==> src/rtl/helm_usr_mem_arb.sv <==
// Round-robin arbiter for the shared user-memory register bus.
// Two requesters (helm rx = A, helm tx = B), one transaction at a time.
module helm_usr_mem_arb #(
  parameter int PAGE_W = 8,
  parameter int OFF_W  = 8,
  parameter int DATA_W = 8,
  parameter int CNT_W  = 32
) (
  input  logic              clk,
  input  logic              rst_b,
  input  logic [CNT_W-1:0]  ack_timeout_lim,
  input  logic              a_req,
  input  logic              a_wr_en,
  input  logic [PAGE_W-1:0] a_page,
  input  logic [OFF_W-1:0]  a_offset,
  input  logic [DATA_W-1:0] a_wr_data,
  output logic              a_done,
  output logic              a_err,
  output logic [DATA_W-1:0] a_rd_data,
  input  logic              b_req,
  input  logic              b_wr_en,
  input  logic [PAGE_W-1:0] b_page,
  input  logic [OFF_W-1:0]  b_offset,
  input  logic [DATA_W-1:0] b_wr_data,
  output logic              b_done,
  output logic              b_err,
  output logic [DATA_W-1:0] b_rd_data,
  output logic              usr_mem_cs,
  output logic              usr_mem_rd_en,
  output logic              usr_mem_wr_en,
  output logic [PAGE_W-1:0] usr_mem_page,
  output logic [OFF_W-1:0]  usr_mem_offset,
  output logic [DATA_W-1:0] usr_mem_wr_data,
  input  logic [DATA_W-1:0] usr_mem_rd_data,
  input  logic              usr_mem_ack,
  output logic [15:0]       timeout_cnt,
  output logic              busy
);

  localparam logic [1:0] IDLE    = 2'd0;
  localparam logic [1:0] ACCESS  = 2'd1;
  localparam logic [1:0] RELEASE = 2'd2;

  localparam logic [CNT_W-1:0] ONE = 1;

  logic [1:0]       state;
  logic             gnt_b;
  logic             last_b;
  logic [CNT_W-1:0] cnt;
  logic             pick_b;
  logic             lim_on;
  logic             tmo;

  // B wins only if A is idle or A was the last one served
  assign pick_b = b_req & (~a_req | ~last_b);
  assign lim_on = (ack_timeout_lim != '0);
  assign tmo    = lim_on & ~usr_mem_ack &
                  (cnt == ack_timeout_lim - ONE);
  assign busy   = (state != IDLE);

  always_ff @(posedge clk or negedge rst_b) begin
    if (!rst_b) begin
      state           <= IDLE;
      gnt_b           <= 1'b0;
      last_b          <= 1'b1;
      cnt             <= '0;
      a_done          <= 1'b0;
      a_err           <= 1'b0;
      a_rd_data       <= '0;
      b_done          <= 1'b0;
      b_err           <= 1'b0;
      b_rd_data       <= '0;
      usr_mem_cs      <= 1'b0;
      usr_mem_rd_en   <= 1'b0;
      usr_mem_wr_en   <= 1'b0;
      usr_mem_page    <= '0;
      usr_mem_offset  <= '0;
      usr_mem_wr_data <= '0;
      timeout_cnt     <= '0;
    end else begin
      case (state)
        IDLE: begin
          if (a_req | b_req) begin
            gnt_b      <= pick_b;
            usr_mem_cs <= 1'b1;
            cnt        <= '0;
            state      <= ACCESS;
            if (pick_b) begin
              usr_mem_wr_en   <= b_wr_en;
              usr_mem_rd_en   <= ~b_wr_en;
              usr_mem_page    <= b_page;
              usr_mem_offset  <= b_offset;
              usr_mem_wr_data <= b_wr_data;
            end else begin
              usr_mem_wr_en   <= a_wr_en;
              usr_mem_rd_en   <= ~a_wr_en;
              usr_mem_page    <= a_page;
              usr_mem_offset  <= a_offset;
              usr_mem_wr_data <= a_wr_data;
            end
          end
        end
        ACCESS: begin
          if (usr_mem_ack | tmo) begin
            usr_mem_cs    <= 1'b0;
            usr_mem_rd_en <= 1'b0;
            usr_mem_wr_en <= 1'b0;
            a_done        <= ~gnt_b;
            b_done        <= gnt_b;
            a_err         <= tmo & ~gnt_b;
            b_err         <= tmo & gnt_b;
            state         <= RELEASE;
            if (usr_mem_ack && !usr_mem_wr_en) begin
              if (gnt_b) b_rd_data <= usr_mem_rd_data;
              else       a_rd_data <= usr_mem_rd_data;
            end
            if (tmo && timeout_cnt != 16'hFFFF)
              timeout_cnt <= timeout_cnt + 16'd1;
          end else begin
            cnt <= cnt + ONE;
          end
        end
        RELEASE: begin
          a_done <= 1'b0;
          a_err  <= 1'b0;
          b_done <= 1'b0;
          b_err  <= 1'b0;
          last_b <= gnt_b;
          state  <= IDLE;
        end
        default: state <= IDLE;
      endcase
    end
  end

endmodule
==> config.mk <==
export PLATFORM = sky130hd
export DESIGN_NAME = helm_usr_mem_arb
export DESIGN_NICKNAME = d
export VERILOG_FILES = /design/src/rtl/helm_usr_mem_arb.sv
export SDC_FILE = /design/constraint.sdc
export NUM_CORES = 1
export LEC_CHECK = 0
export ABC_AREA = 1
export ABC_CLOCK_PERIOD_IN_PS = 2700
export BUFFER_PORTS_ARGS = -buffer_cell sky130_fd_sc_hd__buf_2
export CORE_AREA = 2 2 117 119
export CTS_CLUSTER_SIZE = 28
export DETAILED_ROUTE_END_ITERATION = 8
export DIE_AREA = 0 0 119 121
export GPL_ROUTABILITY_DRIVEN = 0
export GPL_TIMING_DRIVEN = 0
export PLACE_DENSITY = 0.78
export RECOVER_POWER = 25
export SYNTH_ARGS = -nofsm -noshare
export SYNTH_HDL_FRONTEND = slang
export SYNTH_SLANG_ARGS = --single-unit
==> constraint.sdc <==
create_clock -name clk -period 2.7 [get_ports clk]
set_input_delay 0.405 -clock clk [delete_from_list [all_inputs] [get_ports clk]]
set_output_delay 0.405 -clock clk [all_outputs]
set_load 0.005 [all_outputs]
---- Yosys cells after proc, flatten, opt, wreduce, memory -nomap -nowiden ----
Cells that the tools add are included.
word-level totals
  bits of input ports ..................... 95
  register bits after elaboration ......... 99
  output and inout bits ................... 64
  logic and storage cells ................. 83
operators by class
  multiplexer cells ....................... 26
  reductions and logical operators ........ 16
  bitwise logic cells ..................... 14
  equality and inequality tests ........... 7
  add/sub/neg operators ................... 3
operators with widths
  kind                   number
  $mux 32                2
  $pmux 32 s2            1
  $add 32x1->32 const B  1
  $eq 32x32->1           1
  $reduce_bool 32->1     1
  $sub 32x1->32 const B  1
  $mux 8                 3
  $add 16x1->16 const B  1
  $ne 16x16->1 const B   1
  $pmux 1 s2             7
  $mux 1                 10
  $reduce_and 3->1       3
  $reduce_and 4->1       2
  $ne 2x2->1 const B     3
  $not 1->1              6
  $reduce_and 2->1       3
  $reduce_bool 2->1      3
  $and 1x1->1            5
  $mux 2                 2
  $pmux 2 s2             1
  $or 1x1->1             3
  $eq 2x1->1 const B     1
  $eq 2x2->1 const B     1
  $logic_and 1x1->1      2
  2 further kinds        2

---- Logic depth before layout (Yosys ltp) ----
  depth in word-level cells ............... 6
  gate-level depth with buffers ........... 19
  depth with buffers taken out ............ 19

---- Worst setup path after synthesis ----
Ideal clock, no wire load.
  kind .................................... input to register
  start point ............................. in ack_timeout_lim[0]
  end point ............................... reg cnt[10]
  stages on the path ...................... 18
  path slack .............................. 385 ps
  arrival time ............................ 2198 ps
  library setup time ...................... 117 ps
  cells stage by stage .................... inv_1 > ha_1 > nand2_2 > nor2_8 > nand2_1 > nor2_1 > nand2_1 > nand3_1 > nand2_1 > nor2_1 > nand3_1 > nor2_4 > nand2_2 > nand3_4 > nand2_4 > buf_2 > nand2_1 > nand2_1
on the way
  cells in the longest elaborated chain, start to end .. 6
RTL lines
  item                                                        RTL line  RTL
  start, declared                                             11        input logic [CNT_W-1:0] ack_timeout_lim,
  $sub 32x1->32 / $reduce_bool 32->1 (equally long branches)  58, 56
  $eq 32x32->1 / $and 1x1->1 (equally long branches)          58, 57
  $and 1x1->1 (*)                                             57        assign tmo = lim_on & ~usr_mem_ack &
  $or 1x1->1 (*)                                              104       if (usr_mem_ack | tmo) begin
  $ne 2x2->1 (no line) (*)                                    --
  $reduce_and 3->1 (no line) (*)                              --
  end signal, assigned                                        120       cnt <= cnt + ONE;
  end, declared                                               49        logic [CNT_W-1:0] cnt;
Mark *: on every way between the ends. The rest lies on a longest branch, timed or not.
A chain may end at the register's enable or synchronous reset.

---- Worst setup path after layout ----
  start point ............................. reg state[1]
  end point ............................... reg b_rd_data[4]
on the way
  cells in the longest elaborated chain, start to end .. 2
RTL lines
  item                        RTL line  RTL
  start, declared             46        logic [1:0] state;
  start signal, assigned      63        state <= IDLE;
  start signal, assigned      87        state <= ACCESS;
  start signal, assigned      112       state <= RELEASE;
  $eq 2x1->1                  81        case (state)
  $reduce_and 4->1 (no line)  --
  end signal, assigned        114       if (gnt_b) b_rd_data <= usr_mem_rd_data;
  end, declared               27        output logic [DATA_W-1:0] b_rd_data,
No other way between the ends.

==> out/results.tsv <==
metric	value	unit
crit_type	reg -> reg	
synth.distinct_cells	42	
worstSetupEndpoint	b_rd_data[4]	
max_freq	392.3	MHz
start_kind	flop	
cp_slowest_cell	nor2_1	
fin_tns_setup	0	ns
syn_inst	1117	
end_kind	flop	
min_period_over_period	94.41	%
yosys_warnings	0	
clk_path_buf_depth	2	
synth_top_cell_area_share	33.80	%
hold_buffers	0	
io_pins	159	
worst_ep_required_time	2.92	ns
coreArea	13090	um^2
r2r_start	state[1]	
synth_edf_count	0	
startpoint	state[1]	
io_buffers	158	
drtIter0Drc	745	
leakage	4.211	nW
regToRegSetupSlack	0.15	ns
fin_area	8652	um^2
finalHoldViolations	0	
clk_pin_slew	0.07	ns
grt_pass1_vias	7138	
cts_tree	built	
grt_pass1_wl	34310	um
maxCapViolCount	0	
cpMostUsedCell	clkbuf_1	
ys_seq_area_share	34.16	%
rows	42	
worstMarginPinSlew	1.265	ns
num_vias	7892	
ys.flop_type	dfrtp_1	
fin_nets	1388	
cts_root_buffer	clkbuf_16	
status	finished clean	
dp.cells	1452	
antennaDiodeCount	0	
slew_violations	0	
antenna_found_initial	0	
dr.pass1.iters	8	
synth.cell_area	7256	um^2
drive_gt1_share	17.39	%
clock_latency	0.36	ns
rsz0062_at_grt	false	
die_h	121	um
htreeDepth	3	
grt.total_usage	29.72	%
synth-seq-cells	99	
start_util	55.45	%
dpl_cell_area	8297	um^2
clock-sinks	99	
grt-ovfl-total	0	
postSynthAreaPerCell	6.496	um^2
async_flop_share	100.0	%
pwr_density_cell	611.2	nW/um^2
drc	0	
detail_route.vias_per_cell	5.369	
area_growth	19.24	%
drt-total-wl	21110	um
ant_nets	0	
dp_hpwl	16840	um
setup_viol	0	
fp.dieArea	14400	um^2
cp_cell_sequence	nor2_1 > inv_1 > or4_1 > clkbuf_1 > clkbuf_1 > nand2_1 > o21ai_0	
period_needed	2.549	ns
synthTopCellsByArea	dfrtp_1, nand2_1, nor2_1, nand3_1, xor2_1	
r2r_end	b_rd_data[4]	
hp-class	in -> reg	
fp.dieW	119	um
worstPathMaxFanout	10	
synth_fp_nets	1216	
instances_no_fill	1470	
avgRoutedWirePerCell	14.36	um
yosysTopAreaCell	dfrtp_1	
grt_max_degree	52	
ir_drop	0.0004572	V
rr_worst_depth	7	
cts_made_buffers	9	
relSlewSlack	15.69	%
cp_slowest_stage_delay	0.56	ns
skew	0.01184	ns
fillers	1223	
cp_data_arrival_time	2.77	ns
## power breakdown
group,total [mW],switching (mW),internal (mW)
clock,1.36,0.617,0.741
combinational,1.85,1.19,0.665
sequential,2.08,0.223,1.86
## per-layer routing
layer  GRT usage, %  share of wire, %  vias up
met2          48.53                46      380
met5              0                 0        -
met1          40.37                43     3556
met3          5.028               8.0       53
met4          9.598               3.0        0
li1               -                 -     3903
## final cells by class
cell class / instances / area [um^2] / share of cell area [%]
Tap cell: 176 / 220.2 / 2.545
Clock buffer: 9 / 225.2 / 2.603
Timing Repair Buffer: 160 / 803.3 / 9.284
Buffer: 29 / 132.6 / 1.533
Sequential cell: 99 / 2479 / 28.65
Inverter: 103 / 386.6 / 4.469
Multi-Input combinational cell: 887 / 4314 / 49.86
Clock inverter: 7 / 91.34 / 1.056
## worst min path at each step
stage                       startpoint            endpoint  slack (ns)  depth (start not counted)
after floorplan                  rst_b              a_done        0.11                          0
after global placement      usr_mem_cs          usr_mem_cs        0.45                          2
after detailed placement    usr_mem_cs          usr_mem_cs        0.45                          2
after CTS                        rst_b  usr_mem_wr_data[3]        0.10                          1
after global routing      a_wr_data[7]  usr_mem_wr_data[7]        0.29                          3
final                     b_wr_data[0]  usr_mem_wr_data[0]        0.28                          3
## kinds of logic (layout without fill, tap and decap cells)
| logic type | Yosys count | in the layout | share of synthesized area [%] |
|---|---|---|---|
| buffers and inverters | 132 | 308 | 7.122 |
| AOI/OAI and AO/OA | 86 | 86 | 6.191 |
| xor gates and xnor gates | 62 | 62 | 7.484 |
| and+or+nand+nor | 734 | 735 | 44.35 |
| adders and majority gates | 4 | 4 | 0.6898 |
| DFF | 99 | 99 | 34.16 |
## metrics by stage
step | total power, mW | setup WS [ns] | util, % | hold slack [ns]
floorplan | 3.125 | 0.3850 | - | 0.1094
global placement | 3.903 | -0.2363 | 63.18 | 0.4508
detailed placement | 3.939 | -0.2476 | 63.41 | 0.4533
CTS | 5.303 | 0.1208 | 65.83 | 0.1006
global route | 5.664 | 0.002945 | 66.12 | 0.2875
finish | 5.288 | 0.1509 | 66.12 | 0.2769
## cell usage after synthesis, types with 2 or more instances
| library cell | instances |
|---|---|
| nand2_1 | 352 |
| nor2_1 | 186 |
| inv_1 | 99 |
| dfrtp_1 | 98 |
| nand3_1 | 88 |
| o21ai_0 | 69 |
| xor2_1 | 45 |
| nor3_1 | 28 |
| nand4_1 | 23 |
| clkbuf_1 | 22 |
| xnor2_1 | 17 |
| nand3b_1 | 11 |
| nor4_1 | 8 |
| nor2_2 | 7 |
| nor2_4 | 7 |
| nand2_2 | 6 |
| o22ai_1 | 5 |
| ha_1 | 4 |
| o21ai_1 | 4 |
| a21oi_1 | 3 |
| buf_4 | 3 |
| nand2_4 | 3 |
| nor3b_1 | 3 |
| or2_2 | 3 |
| a21o_1 | 2 |
| buf_2 | 2 |
| clkinv_1 | 2 |
| inv_2 | 2 |
| nor2_8 | 2 |
## cells in the final DEF, fill, tap and decap left out, drive strengths merged, types with 11 or more instances in the layout
cell type	Yosys	final
clkbuf	22	34
nand3	90	90
xnor2	17	17
nor3	28	28
dfrtp	98	98
nand3b	11	11
nor2	202	203
buf	7	164
o21ai	74	74
nand2	361	361
xor2	45	45
inv	101	104
nand4	24	24
## worst max-delay path, delay by kind of cell, from the launching register on
| kind | cells | cell delay (ns) |
|---|---|---|
| AOI/OAI and AO/OA | 1 | 0.08 |
| buffers and inverters | 3 | 0.81 |
| DFF | 1 | 0.41 |
| and+or+nand+nor | 3 | 1.12 |
## state kept, by name (all words and copies together) (netlist names)
| name | cells |
|---|---|
| usr_mem_wr_data | 8 |
| b_rd_data | 8 |
| usr_mem_rd_en | 1 |
| last_b | 1 |
| state | 2 |
| usr_mem_cs | 1 |
| gnt_b | 1 |
| b_done | 1 |
| cnt | 32 |
| usr_mem_offset | 8 |
| a_done | 1 |
| b_err | 1 |
| timeout_cnt | 16 |
| usr_mem_wr_en | 1 |
| usr_mem_page | 8 |
| a_err | 1 |
| a_rd_data | 8 |
## timing repair
item / 4_1_cts / 5_1_grt
endpoints found under the setup margin: 0 / 41
resized for setup: 0 / 10
setup buffers: 0 / 1
Note: power is estimated with default switching activity, not from simulation.
